### config.mk
export PLATFORM = sky130hd
export DESIGN_NAME = lvds_tx_mapper_flat
export DESIGN_NICKNAME = d
export VERILOG_FILES = /design/src/rtl/lvds_tx_pkg.sv /design/src/rtl/lvds_tx_mapper_if.sv /design/src/rtl/lvds_tx_link_map.sv /design/src/rtl/lvds_tx_mapper.sv /design/src/flat_wrapper.sv
export SDC_FILE = /design/constraint.sdc
export NUM_CORES = 1
export LEC_CHECK = 0
export BUFFER_PORTS_ARGS = -buffer_cell sky130_fd_sc_hd__buf_2
export CORE_UTILIZATION = 50
export DETAILED_ROUTE_END_ITERATION = 8
export PLACE_DENSITY = 0.77
export SLEW_MARGIN = 20
export SYNTH_ARGS = -nofsm -noshare
export SYNTH_HDL_FRONTEND = slang
export SYNTH_HIERARCHICAL = 1
export SYNTH_SLANG_ARGS = --single-unit
### constraint.sdc
create_clock -name clkin -period 2.41 [get_ports clkin]
set_input_delay 0.241 -clock clkin [delete_from_list [all_inputs] [get_ports clkin]]
set_output_delay 0.241 -clock clkin [all_outputs]
set_load 0.02 [all_outputs]
### src/rtl/lvds_tx_pkg.sv
// ---------------------------------------------------------------------------
// lvds_tx_pkg: shared constants, slot tables and colour-bar LUT, rev 1.0
// ---------------------------------------------------------------------------
`default_nettype none

package lvds_tx_pkg;

  localparam int SLOTS  = 7;
  localparam int LANES  = 4;
  localparam int WORD_W = 28;

  // Source vector index map: 0..7 R, 8..15 G, 16..23 B, 24 HS, 25 VS, 26 DE, 27 constant 0
  typedef logic [4:0] src_idx_t;

  localparam src_idx_t VESA_TBL [LANES][SLOTS] = '{
    '{5'd0,  5'd1,  5'd2,  5'd3,  5'd4,  5'd5,  5'd8 },
    '{5'd9,  5'd10, 5'd11, 5'd12, 5'd13, 5'd16, 5'd17},
    '{5'd18, 5'd19, 5'd20, 5'd21, 5'd24, 5'd25, 5'd26},
    '{5'd6,  5'd7,  5'd14, 5'd15, 5'd22, 5'd23, 5'd27}
  };

  localparam src_idx_t JEIDA_TBL [LANES][SLOTS] = '{
    '{5'd2,  5'd3,  5'd4,  5'd5,  5'd6,  5'd7,  5'd10},
    '{5'd11, 5'd12, 5'd13, 5'd14, 5'd15, 5'd18, 5'd19},
    '{5'd20, 5'd21, 5'd22, 5'd23, 5'd24, 5'd25, 5'd26},
    '{5'd0,  5'd1,  5'd8,  5'd9,  5'd16, 5'd17, 5'd27}
  };

  typedef struct packed {
    logic hs;
    logic vs;
    logic de;
  } ctrl_t;

  // Field order matches the top bits of cfg_active: {jeida, 18bit, tpg}
  typedef struct packed {
    logic jeida;
    logic b18;
    logic tpg;
  } cfg_mode_t;

  localparam int CFG_MODE_W = 3;

  function automatic logic [23:0] bar_color(input logic [2:0] idx);
    case (idx)
      3'd0:    bar_color = 24'hFFFFFF;
      3'd1:    bar_color = 24'hFFFF00;
      3'd2:    bar_color = 24'h00FFFF;
      3'd3:    bar_color = 24'h00FF00;
      3'd4:    bar_color = 24'hFF00FF;
      3'd5:    bar_color = 24'hFF0000;
      3'd6:    bar_color = 24'h0000FF;
      default: bar_color = 24'h000000;
    endcase
  endfunction

endpackage

`default_nettype wire

### src/rtl/lvds_tx_mapper_if.sv
// ---------------------------------------------------------------------------
// lvds_tx_mapper_if: pixel/config in, LVDS words and status out, rev 1.0
// ---------------------------------------------------------------------------
`default_nettype none

interface lvds_tx_mapper_if
  import lvds_tx_pkg::*;
#(
  parameter int NUM_LINKS = 2
);
  logic [24*NUM_LINKS-1:0]     pix_data;
  logic                        pix_de;
  logic                        pix_hs;
  logic                        pix_vs;
  logic                        cfg_jeida;
  logic                        cfg_18bit;
  logic                        cfg_tpg_en;
  logic [NUM_LINKS-1:0]        cfg_link_en;
  logic [WORD_W*NUM_LINKS-1:0] tx_word;
  logic [CFG_MODE_W+NUM_LINKS-1:0] cfg_active;
  logic                        frame_start;

  modport master (
    output pix_data, pix_de, pix_hs, pix_vs,
    output cfg_jeida, cfg_18bit, cfg_tpg_en, cfg_link_en,
    input  tx_word, cfg_active, frame_start
  );

  modport slave (
    input  pix_data, pix_de, pix_hs, pix_vs,
    input  cfg_jeida, cfg_18bit, cfg_tpg_en, cfg_link_en,
    output tx_word, cfg_active, frame_start
  );
endinterface

`default_nettype wire

### src/rtl/lvds_tx_link_map.sv
// ---------------------------------------------------------------------------
// lvds_tx_link_map: combinational RGB+sync to 28-bit word for one link, rev 1.0
// ---------------------------------------------------------------------------
`default_nettype none

module lvds_tx_link_map
  import lvds_tx_pkg::*;
(
  input  logic [23:0]       i_rgb,
  input  ctrl_t             i_ctrl,
  input  logic              i_jeida,
  input  logic              i_18bit,
  input  logic [LANES-1:0]  i_inv,
  input  logic              i_en,
  output logic [WORD_W-1:0] o_word
);

  logic [31:0] w_src;
  logic        w_use_jeida;

  assign w_src = {5'b0, i_ctrl.de, i_ctrl.vs, i_ctrl.hs,
                  i_rgb[7:0], i_rgb[15:8], i_rgb[23:16]};

  // 18-bit mode carries the top six bits of each colour, which is the JEIDA order
  assign w_use_jeida = i_jeida | i_18bit;

  for (genvar l = 0; l < LANES; l++) begin : g_lane
    localparam bit IS_L3 = (l == LANES - 1);
    for (genvar s = 0; s < SLOTS; s++) begin : g_slot
      src_idx_t w_idx;
      logic     w_bit;
      assign w_idx = w_use_jeida ? JEIDA_TBL[l][s] : VESA_TBL[l][s];
      assign w_bit = i_en & ~(i_18bit & IS_L3) & w_src[w_idx];
      assign o_word[4*(SLOTS-1-s)+l] = w_bit ^ i_inv[l];
    end
  end

endmodule

`default_nettype wire

### src/rtl/lvds_tx_mapper.sv
// ---------------------------------------------------------------------------
// lvds_tx_mapper: 2-stage pixel to FPD-link word mapper with colour bars, rev 1.0
// ---------------------------------------------------------------------------
`default_nettype none

module lvds_tx_mapper
  import lvds_tx_pkg::*;
#(
  parameter int                     NUM_LINKS      = 2,
  parameter int                     BAR_WIDTH      = 160,
  parameter int                     CTRL_ALL_LINKS = 0,
  parameter logic [4*NUM_LINKS-1:0] LANE_INV_MASK  = '0
)
(
  input  logic             clkin,
  input  logic             rstin_n,
  lvds_tx_mapper_if.slave  bus
);

  localparam int              CNT_W    = (BAR_WIDTH > 1) ? $clog2(BAR_WIDTH) : 1;
  localparam logic [CNT_W-1:0] CNT_LAST = CNT_W'(BAR_WIDTH - 1);

  logic [24*NUM_LINKS-1:0]     r_s1_pix;
  ctrl_t                       r_s1_ctrl;
  cfg_mode_t                   r_s1_mode;
  logic [NUM_LINKS-1:0]        r_s1_link_en;
  logic                        r_s1_vs_d;
  cfg_mode_t                   r_act_mode;
  logic [NUM_LINKS-1:0]        r_act_link_en;
  logic [CNT_W-1:0]            r_bar_cnt;
  logic [2:0]                  r_bar_idx;
  logic [WORD_W*NUM_LINKS-1:0] r_tx_word;
  logic                        r_frame_start;

  logic                        w_vs_rise;
  cfg_mode_t                   w_mode;
  logic [NUM_LINKS-1:0]        w_link_en;
  logic [23:0]                 w_bar_rgb;
  logic [WORD_W*NUM_LINKS-1:0] w_tx_word;

  // The word leaving S2 on a vs rise already uses the config being loaded
  assign w_vs_rise = r_s1_ctrl.vs & ~r_s1_vs_d;
  assign w_mode    = w_vs_rise ? r_s1_mode    : r_act_mode;
  assign w_link_en = w_vs_rise ? r_s1_link_en : r_act_link_en;
  assign w_bar_rgb = bar_color(r_bar_idx);

  always_ff @(posedge clkin or negedge rstin_n) begin
    if (!rstin_n) begin
      r_s1_pix     <= '0;
      r_s1_ctrl    <= '0;
      r_s1_mode    <= '0;
      r_s1_link_en <= '0;
      r_s1_vs_d    <= 1'b0;
    end else begin
      r_s1_pix     <= bus.pix_data;
      r_s1_ctrl    <= {bus.pix_hs, bus.pix_vs, bus.pix_de};
      r_s1_mode    <= {bus.cfg_jeida, bus.cfg_18bit, bus.cfg_tpg_en};
      r_s1_link_en <= bus.cfg_link_en;
      r_s1_vs_d    <= r_s1_ctrl.vs;
    end
  end

  always_ff @(posedge clkin or negedge rstin_n) begin
    if (!rstin_n) begin
      r_act_mode    <= '0;
      r_act_link_en <= '1;
      r_frame_start <= 1'b0;
    end else begin
      r_frame_start <= w_vs_rise;
      if (w_vs_rise) begin
        r_act_mode    <= r_s1_mode;
        r_act_link_en <= r_s1_link_en;
      end
    end
  end

  // Counters hold the bar of the pixel currently in S1, so the first active pixel is bar 0
  always_ff @(posedge clkin or negedge rstin_n) begin
    if (!rstin_n) begin
      r_bar_cnt <= '0;
      r_bar_idx <= '0;
    end else if (!r_s1_ctrl.de) begin
      r_bar_cnt <= '0;
      r_bar_idx <= '0;
    end else if (r_bar_cnt == CNT_LAST) begin
      r_bar_cnt <= '0;
      if (r_bar_idx != 3'd7) begin
        r_bar_idx <= r_bar_idx + 3'd1;
      end
    end else begin
      r_bar_cnt <= r_bar_cnt + CNT_W'(1);
    end
  end

  always_ff @(posedge clkin or negedge rstin_n) begin
    if (!rstin_n) begin
      r_tx_word <= '0;
    end else begin
      r_tx_word <= w_tx_word;
    end
  end

  for (genvar n = 0; n < NUM_LINKS; n++) begin : g_link
    localparam int PIX_HI  = 24 * (NUM_LINKS - n) - 1;
    localparam int WORD_HI = WORD_W * (NUM_LINKS - n) - 1;

    logic [23:0] w_rgb;
    ctrl_t       w_ctrl;

    assign w_rgb = w_mode.tpg ? w_bar_rgb : r_s1_pix[PIX_HI -: 24];

    if (CTRL_ALL_LINKS != 0 || n == 0) begin : g_ctrl
      assign w_ctrl = r_s1_ctrl;
    end else begin : g_no_ctrl
      assign w_ctrl = '0;
    end

    lvds_tx_link_map u_map (
      .i_rgb   (w_rgb),
      .i_ctrl  (w_ctrl),
      .i_jeida (w_mode.jeida),
      .i_18bit (w_mode.b18),
      .i_inv   (LANE_INV_MASK[4*n +: 4]),
      .i_en    (w_link_en[n]),
      .o_word  (w_tx_word[WORD_HI -: WORD_W])
    );
  end

  assign bus.tx_word     = r_tx_word;
  assign bus.cfg_active  = {r_act_mode, r_act_link_en};
  assign bus.frame_start = r_frame_start;

endmodule

`default_nettype wire
### src/flat_wrapper.sv
// flat-port wrapper written by rule: the top's interface ports become plain ports
module lvds_tx_mapper_flat import lvds_tx_pkg::*;
#(
  parameter int                     NUM_LINKS      = 2,
  parameter int                     BAR_WIDTH      = 160,
  parameter int                     CTRL_ALL_LINKS = 0,
  parameter logic [4*NUM_LINKS-1:0] LANE_INV_MASK  = '0
)
  (clkin, rstin_n, bus_pix_data, bus_pix_de, bus_pix_hs, bus_pix_vs, bus_cfg_jeida, bus_cfg_18bit, bus_cfg_tpg_en, bus_cfg_link_en, bus_tx_word, bus_cfg_active, bus_frame_start);
  lvds_tx_mapper_if #(.NUM_LINKS(NUM_LINKS)) bus_i ();
  input  logic clkin;
  input  logic rstin_n;
  input wire logic [$bits(bus_i.pix_data)-1:0] bus_pix_data;
  input wire logic [$bits(bus_i.pix_de)-1:0] bus_pix_de;
  input wire logic [$bits(bus_i.pix_hs)-1:0] bus_pix_hs;
  input wire logic [$bits(bus_i.pix_vs)-1:0] bus_pix_vs;
  input wire logic [$bits(bus_i.cfg_jeida)-1:0] bus_cfg_jeida;
  input wire logic [$bits(bus_i.cfg_18bit)-1:0] bus_cfg_18bit;
  input wire logic [$bits(bus_i.cfg_tpg_en)-1:0] bus_cfg_tpg_en;
  input wire logic [$bits(bus_i.cfg_link_en)-1:0] bus_cfg_link_en;
  output wire logic [$bits(bus_i.tx_word)-1:0] bus_tx_word;
  output wire logic [$bits(bus_i.cfg_active)-1:0] bus_cfg_active;
  output wire logic [$bits(bus_i.frame_start)-1:0] bus_frame_start;
  assign bus_i.pix_data = bus_pix_data;
  assign bus_i.pix_de = bus_pix_de;
  assign bus_i.pix_hs = bus_pix_hs;
  assign bus_i.pix_vs = bus_pix_vs;
  assign bus_i.cfg_jeida = bus_cfg_jeida;
  assign bus_i.cfg_18bit = bus_cfg_18bit;
  assign bus_i.cfg_tpg_en = bus_cfg_tpg_en;
  assign bus_i.cfg_link_en = bus_cfg_link_en;
  assign bus_tx_word = bus_i.tx_word;
  assign bus_cfg_active = bus_i.cfg_active;
  assign bus_frame_start = bus_i.frame_start;
  lvds_tx_mapper #(.NUM_LINKS(NUM_LINKS), .BAR_WIDTH(BAR_WIDTH), .CTRL_ALL_LINKS(CTRL_ALL_LINKS), .LANE_INV_MASK(LANE_INV_MASK)) u_core (.clkin(clkin), .rstin_n(rstin_n), .bus(bus_i));
endmodule
Word level (Yosys, flattened, before mapping) --
Cells that the tools add are included.
Word-level totals: output and inout port bits 62, register bits 125, logic and storage cells 242
Cells by class: mux-type cells 130, add/subtract/negate cells 2, bitwise logic cells 57, reduce and logical (&&, ||, !) cells 2, equality and inequality tests 10, order comparisons 24
Operators with widths (number):
- 1-bit binary-select mux with 5-bit select | 48
- 24-bit case mux with 7 select lines | 1
- 5-bit by 6-bit less-than comparator with 1-bit output, second input constant | 12
- 1-bit bitwise AND | 54
- 1-bit two-way mux | 48
- 24-bit two-way mux | 2
- 3-bit two-way mux | 16
- 3-bit by 6-bit less-than comparator with 1-bit output, second input constant | 5
- 4-bit by 6-bit less-than comparator with 1-bit output, second input constant | 5
- 2-bit two-way mux | 13
- 8-bit two-way mux | 2
- 2-bit by 6-bit less-than comparator with 1-bit output, second input constant | 2
- 3-bit equality test, second input constant | 3
- 8-bit by 1-bit adder with 8-bit output, second input constant | 1
- 8-bit equality test, second input constant | 1
- 3-bit by 2-bit equality test with 1-bit output, second input constant | 2
- 2-bit != test, second input constant | 2
- 3-bit by 1-bit adder with 3-bit output, second input constant | 1
- 3-bit by 1-bit equality test with 1-bit output, second input constant | 1
- 3-bit zero test | 1
- 3-bit != test, second input constant | 1
- 1-bit inverter | 2
- 2-bit AND reduction | 1
- 1-bit bitwise OR | 1

Depth between registers and ports, before layout --
Gate-level depths: netlist of the first run.
depth after elaboration 8, mapped depth 10, mapped depth without buffers 7

Hierarchy --
The synthesis of the first run kept the hierarchy.
By module, submodules not included:
- lvds_tx_mapper | times used 1, seq. area each 3255.6 um^2, cells an instance 318, area each 4486.8 um^2
- lvds_tx_link_map | times used 2, seq. area each 0.0 um^2, cells an instance 99, area each 689.4 um^2

Least setup slack after synthesis of the first run --
OpenSTA, ideal clock, no wires.
kind register to register, start point reg u_core.r_bar_idx[1], end point reg u_core.r_tx_word[13], in the netlist u_core/bus.tx_word[13], library setup time 127 ps, required time 2283 ps, setup slack -45 ps, stages on the path, launching flop included 11, clock period less this slack 2455 ps, data arrival time 2328 ps, path through dfrtp_1 clkbuf_1 clkbuf_1 inv_1 ha_1 nor4_1 buf_2 o31ai_1 o211ai_1 o21ai_1 xor2_1
Between the ends: word-level cells in the longest chain between the ends 6, elaborated cells on any way between the ends 12, classes of those cells eq/ne (6); mux (4); bitwise (1); reduce/logical (1)
RTL lines:
- from (decl) | line lvds_tx_mapper.sv:31 | logic [2:0] r_bar_idx;
- from (signal assigned) | line lvds_tx_mapper.sv:88 | r_bar_idx <= r_bar_idx + 3'd1;
- 3-bit equality test, or another cell as far along | line lvds_tx_pkg.sv:45 | case (idx)
- 24-bit case mux with 7 select lines * | line lvds_tx_pkg.sv:45
- 24-bit two-way mux * | line lvds_tx_mapper.sv:110 | assign w_rgb = w_mode.tpg ? w_bar_rgb : r_s1_pix[PIX_HI -: 24];
- via u_core.g_link[1].w_rgb[14] | line lvds_tx_mapper.sv:107 | logic [23:0] w_rgb;
- 1-bit binary-select mux with 5-bit select * | line lvds_tx_link_map.sv:33 | assign w_bit = i_en & ~(i_18bit & IS_L3) & w_src[w_idx];
- 1-bit two-way mux (not written as such) * | line lvds_tx_link_map.sv:33
- 1-bit bitwise AND * | line lvds_tx_link_map.sv:33
- via u_core.w_tx_word[13] | line lvds_tx_mapper.sv:39 | logic [WORD_W*NUM_LINKS-1:0] w_tx_word;
- to (signal assigned) | line lvds_tx_mapper.sv:99 | r_tx_word <= w_tx_word;
- to (decl) | line lvds_tx_mapper.sv:32 | logic [WORD_W*NUM_LINKS-1:0] r_tx_word;
Mark *: on every way through the listed nets, which the timed path passes. The rest lies on a longest branch. The select of a mux whose other input is x is not followed. A chain may end at the register's enable or synchronous reset.

Worst setup path after layout of the first run --
start point reg u_core.r_bar_idx[0], end point reg u_core.r_tx_word[55], in the netlist u_core/bus.tx_word[55]
Between the ends: word-level cells in the longest chain between the ends 6, elaborated cells on any way between the ends 12, classes of those cells eq/ne (6); mux (4); bitwise (1); reduce/logical (1)
RTL lines (line):
- 3-bit equality test, or another cell as far along | lvds_tx_pkg.sv:45
- 24-bit case mux with 7 select lines * | lvds_tx_pkg.sv:45
- 24-bit two-way mux * | lvds_tx_mapper.sv:110
- via u_core.g_link[0].w_rgb[16] | lvds_tx_mapper.sv:107
- 1-bit binary-select mux with 5-bit select * | lvds_tx_link_map.sv:33
- 1-bit two-way mux (not written as such) * | lvds_tx_link_map.sv:33
- 1-bit bitwise AND * | lvds_tx_link_map.sv:33
- via u_core.w_tx_word[55] | lvds_tx_mapper.sv:39
Marks and branches as above.

==> out/qor.yml, run 1 <==
outcome:
  status: "completed"
worst_setup_path:
  r2r_cells: 8
  cp_max_fo: 16
  crit_arrival_ps: 2520
  timing.rr.end: "u_core/bus.tx_word[55]"
  worstPathRequired_ps: 2700
  cp-end-kind: "flip-flop"
  critPathKind: "flip-flop to flip-flop"
  r2r_slack_ps: 180
  cp-start-kind: "flip-flop"
  r2r_start: "u_core/r_bar_idx[0]"
clock_network:
  clkTransAtPathRegs_ps: 50
  numCtsBuffers: 17
  h-tree-depth: 4
  ctsLongestPathBuffers: 2
  cts_root_buf: "clkbuf_16"
  insertion_delay_ps: 420
  tritoncts: "yes"
  clkSinkCount: 130
grt:
  antenna_found_initial: 0
  grt_pass1_vias: 4396
  overflow: 0
  grt_pass1_wl_um: 21500
  grt_max_degree: 50
  track_usage_pct: 24.2
pwr:
  power_density_nw_per_um2: 864
  power_mw: 6.71
  power_leakage_nw: 3.59
  vdd_drop_max_v: 0.000586
floorplanning:
  core_area_um2: 11400
  ios: 120
  start_util_pct: 51.4
  die_y_um: 110
  dieArea_um2: 12200
  fp-row-count: 39
  die_w_um: 110
sta:
  fin_crit_sh_pct: 92.4
  rsz0062_at_grt: "false"
  finClkSkew_ps: 13.7
  worst_hold_slack_ps: 355
  period_needed_ps: 2230
  fmax_ghz: 0.449
  slew_violations: 0
  setup_violations: 0
  fin_ws_ps: 184
  max-slew-margin-rel_pct: 63.6
  final.setup.tns_ps: 0
  tightest_slew_ps: 546
  hold_viol: 0
yosys:
  yosysUniqueCellTypes: 38
  async_flop_share_pct: 100
  syn_inst: 516
  ys_seq_area_share_pct: 55.5
  synth_edf_count: 0
  ys.flop_type: "dfrtp_1"
  synth_top_cell_by_area: "dfrtp_1"
  synth_area_per_cell_um2: 11.4
  synth.area.top_cells: "dfrtp_1 (55%), o211ai_1 (7.7%), xor2_1 (7.5%)"
  netlist_area_um2: 5870
  yosysWarnings: 6
  synth_top_area_share_pct: 54.6
  ys_seq_elements: 130
detailed_routing:
  drc: 0
  viasPerCell: 5.42
  ant_nets: 0
  vias: 4571
  drt-initial-drc-count: 327
  wl_um: 13700
  drt_pre_antenna_iters: 5
  wire_per_inst_um: 16.2
layout:
  syn2layout_area_growth_pct: 32.4
  final_cell_mix: "dfrtp_1 (128), buf_2 (118), o211ai_1 (60), dlygate4sd3_1 (57), xor2_1 (50)"
  fillers: 844
  utilization_pct: 68.0
  antenna_cells: 0
  stdcell_area_um2: 7770
  final_cells: 843
  nNetsFinal: 752
  drive_gt1_share_pct: 25.7
  final_common_cell: "dfrtp_1"
placement:
  placed_area_um2: 6580
  gp_congestion: 0.896
  io_buffers: 119
  dp.cells: 752
  hpwl_um: 9080
  place_ws_ps: 166
job:
  maxCapViolCount: 0
worst_hold_path:
  hold_path.class: "input port to asynchronous set/reset pin"
-- routing by layer --
| metal | wire length [um] | up-vias | GRT usage [%] |
|---|---|---|---|
| met5 | 0 | - | 0 |
| met4 | 177 | 0 | 8.74 |
| met3 | 783 | 19 | 6.47 |
| met2 | 6830 | 170 | 39.6 |
| met1 | 5910 | 2229 | 30.9 |
| li1 | - | 2153 | - |
-- critical path, cell delays in order (launching register included) --
cell     delay (ps)
dfrtp_1         410
ha_1            240
ha_1            240
nor4_4          320
buf_4           260
o31ai_1         140
mux2i_1         240
nor2_1           90
xor2_1          140
-- state kept, by name, indices dropped and copies added, names as in the netlist --
register,count
u_core/bus.frame_start,1
u_core/g_link.w_ctrl,3
u_core/r_s1_link_en,2
u_core/bus.tx_word,56
u_core/r_bar_cnt,8
u_core/r_s1_mode,3
u_core/r_s1_pix,48
u_core/r_act_link_en,2
u_core/r_s1_vs_d,1
u_core/r_bar_idx,3
u_core/bus.cfg_active,3
-- cell type report --
class / instances / area [um^2] / area share (%)
Sequential cell: 130 / 3260 / 41.9
Multi-Input combinational cell: 338 / 2380 / 30.7
Timing Repair Buffer: 193 / 1320 / 17.0
Clock buffer: 19 / 443 / 5.70
Tap cell: 143 / 179 / 2.30
Clock inverter: 13 / 160 / 2.06
Inverter: 7 / 26.3 / 0.338
-- worst max path at each step --
stage / from / to / slack (ps)
floorplan: u_core/r_bar_idx[1] / u_core/bus.tx_word[13] / 80
global placement: u_core/g_link[0].w_ctrl[1] / u_core/bus.tx_word[13] / 280
detailed placement: u_core/g_link[0].w_ctrl[1] / u_core/bus.tx_word[13] / 170
CTS: u_core/g_link[0].w_ctrl[1] / u_core/bus.tx_word[37] / 140
global route: u_core/r_bar_idx[0] / u_core/bus.tx_word[55] / 80
finish: u_core/r_bar_idx[0] / u_core/bus.tx_word[55] / 180
-- cell families after synthesis --
kind of cell / share of synthesized area [%]
multiplexers: 6.91
AND/OR/NAND/NOR: 6.87
buffers and inverters: 5.08
other: 0.0639
adder cells (fa/ha/maj): 1.49
flip-flops: 55.5
AO/OA/AOI/OAI: 15.6
XOR/XNOR: 8.51
-- cells in the mapped netlist (all sizes together), types with 2 or more instances --
cell type,instances
dfrtp,128
mux2,4
clkbuf,21
mux2i,36
o31ai,33
nand3,3
xnor2,7
nor2,20
o21ai,34
nand2,44
nand4,4
o211ai,60
or2,2
nand2b,2
a21oi,6
inv,7
buf,32
ha,7
dfstp,2
xor2,50
or3,4
-- where the power goes --
group / leakage, nW / internal, mW / switching (mW)
registers: 1.54 / 2.46 / 0.0948
clock network: 0.293 / 1.65 / 0.936
logic: 1.76 / 0.586 / 0.983
-- timing repair --
item | CTS | global route
setup endpoints to repair | 0 | 5
buffers inserted | 0 | 2
gates resized for setup | 0 | 1
hold endpoints to repair | 95 | 0
hold buffers | 57 | 0
(Power assumes the default switching activity.)
==> inputs of run 2 (changes only) <==
==> constraint.sdc (replaced) <==
create_clock -name clkin -period 2 [get_ports clkin]
set_input_delay 0.2 -clock clkin [delete_from_list [all_inputs] [get_ports clkin]]
set_output_delay 0.2 -clock clkin [all_outputs]
set_load 0.02 [all_outputs]
==> run 2 against run 1 <==
The flow now finishes with violations (negative setup slack). Global-route usage increased by 1.7 points. Power grew 28%. Register-to-register slack got worse by 270 ps. Maximum frequency grew 6.8%. Sequential power increased by 21%. Non-clock buffer count is 17 higher. Clock skew is 5.0 ps lower. Setup slack got worse by 270 ps. Critical path depth is 2 higher. Sequential share of layout area decreased by 3.0 points. Combinational power up 34%.
==> out/qor.yml, run 2 (synthesis results as in run 1) <==
worst_setup_path:
  cp_max_fo: 8
  crit_chain: "buf_4, inv_4, ha_4, nor4_4, buf_6, buf_12, o31ai_4, mux2i_1, nor2_1, xor2_1"
  critPathKind: "flip-flop to flip-flop"
  worstPathRequired_ps: 2300
  slowest_delay_ps: 400
  cp_top_family: "buffers and inverters"
  cp_slowest_cell: "dfrtp_1"
  cp-end-kind: "flip-flop"
  crit_arrival_ps: 2380
  timing.critical_path.buf_inv: 4
  cp-start-kind: "flip-flop"
clock_network:
  ctsLongestPathBuffers: 2
  h-tree-depth: 4
  insertion_delay_ps: 430
  cts_root_buf: "clkbuf_16"
  clkTransAtPathRegs_ps: 60
  numCtsBuffers: 17
  clkSinkCount: 130
  tritoncts: "yes"
grt:
  grt_max_degree: 49
  grt_pass1_vias: 4699
  track_usage_pct: 25.9
  grt_pass1_wl_um: 23100
  antenna_found_initial: 0
  overflow: 0
pwr:
  p_clk_share_pct: 39.5
  power_leakage_nw: 3.77
  p_int_mw: 6.03
  p_sw_mw: 2.54
  vdd_drop_max_v: 0.00107
  sw_frac_of_total_pct: 29.6
  power_density_nw_per_um2: 1020
  p_comb_share_pct: 24.5
  power_frac_seq_pct: 36.1
layout:
  final_cell_mix: "dfrtp_1 (128), buf_2 (118), o211ai_1 (60), dlygate4sd3_1 (57), xor2_1 (50)"
  fillers: 709
  nNetsFinal: 770
  drive_gt1_share_pct: 33.6
  largest_register_ffs: 56
  antenna_cells: 0
  final_common_cell: "dfrtp_1"
  syn2layout_area_growth_pct: 42.7
  regArea_um2: 3260
  multi_input_area_um2: 2710
detailed_routing:
  wl_um: 15900
  viasPerCell: 5.66
  wire_per_inst_um: 18.5
  drc: 0
  ant_nets: 0
  vias: 4874
  drt-initial-drc-count: 388
  drt_pre_antenna_iters: 5
outcome:
  status: "finished with violations"
  violations: "negative setup slack"
job:
  maxCapViolCount: 0
placement:
  io_buffers: 119
  hpwl_um: 9280
  gp_congestion: 0.880
sta:
  rsz0062_at_grt: "true"
  slew_violations: 0
  fin_crit_sh_pct: 104
  final.setup.tns_ps: -754
  max-slew-margin-rel_pct: 56.7
  worst_hold_slack_ps: 329
  setup_violations: 18
  fin_ws_ps: -83.7
  fmax_ghz: 0.480
  tightest_slew_ps: 648
  finClkSkew_ps: 8.70
  hold_viol: 0
  period_needed_ps: 2080
floorplanning:
  core_area_um2: 11400
  fp-row-count: 39
  start_util_pct: 51.4
  dieArea_um2: 12200
  die_y_um: 110
  ios: 120
  die_w_um: 110
worst_hold_path:
  hold_path.class: "input port to asynchronous set/reset pin"
-- run 2: changes by cell type in the layout (fill, tap and decap cells not counted), sizes merged --
| cell | before | now |
|---|---|---|
| clkinv | 7 | 1 |
| bufinv | 3 | 5 |
| clkinvlp | 2 | 5 |
| clkbuf | 19 | 20 |
| mux2 | 4 | 5 |
| buf | 136 | 153 |
-- run 2: per-stage QoR --
stage / util [%] / power [mW] / setup WS, ps / instance area (um^2) / cells
4_1_cts: 71.2 / 8.47 / -37.9 / 8140 / 858
3_5_place_dp: 58.3 / 4.93 / -387 / 6660 / 760
3_3_place_gp: 58.3 / 4.89 / -302 / 6660 / 760
6_report: 73.3 / 8.57 / -83.7 / 8370 / 861
5_1_grt: 73.3 / 8.93 / -180 / 8370 / 861
2_1_floorplan: - / 4.35 / 3.79 / 5960 / 528
-- run 2: worst register-to-register path: cells and delay by family (launching register included) --
family | cells | cell delay [ps]
AO/OA/AOI/OAI | 1 | 90
XOR/XNOR | 1 | 150
adder cells (fa/ha/maj) | 1 | 170
buffers and inverters | 4 | 550
flip-flops | 1 | 400
multiplexers | 1 | 240
AND/OR/NAND/NOR | 2 | 370
-- run 2: path summary, 6_finish.rpt --
| kind | startpoint | end | slack, ps | cells past startpoint |
|---|---|---|---|---|
| hold reg to reg | u_core/r_bar_cnt[0] | u_core/r_bar_cnt[0] | 500 | 1 |
| setup / recovery | u_core/r_bar_idx[0] | u_core/bus.tx_word[43] | -80 | 10 |
| min in group clkin | bus_pix_data[33] | u_core/r_s1_pix[33] | 420 | 2 |
| hold / removal | rstin_n | u_core/bus.tx_word[31] | 330 | 2 |
| max in group asynchronous | rstin_n | u_core/r_act_link_en[1] | 990 | 3 |
| setup reg to reg | u_core/r_bar_idx[0] | u_core/bus.tx_word[43] | -80 | 10 |
-- run 2: layout make-up --
cell class              count  share of cell area [%]
clock inverters            12                    2.45
multi-input cells         339                    32.4
inverters                   7                   0.403
flip-flops and latches    130                    38.9
repair buffers            210                    18.4
clock buffers              20                    5.33
well taps                 143                    2.14
-- run 2: layer usage --
layer,wire length (um),track usage [%]
met1,6090,30.4
met2,8070,43.9
met3,1150,7.17
met4,583,11.8
met5,0,0
-- run 2: timing repair --
item	CTS	global route
gates resized for setup	43	41
hold endpoints to repair	98	0
hold buffers	57	0
endpoints found under the setup margin	48	49
setup buffers	7	3
gates cloned	2	1
pin swaps	9	11
-- run 2: power groups by stage --
| stage | combinational [mW] | sequential [mW] | clock, mW |
|---|---|---|---|
| 6_report | 2.10 | 3.09 | 3.38 |
| 5_1_grt | 2.25 | 3.12 | 3.56 |
| 4_1_cts | 1.97 | 3.09 | 3.42 |
| 3_5_place_dp | 1.80 | 3.13 | 0 |
| 3_3_place_gp | 1.77 | 3.12 | 0 |
| 2_1_floorplan | 0.888 | 3.46 | 0 |
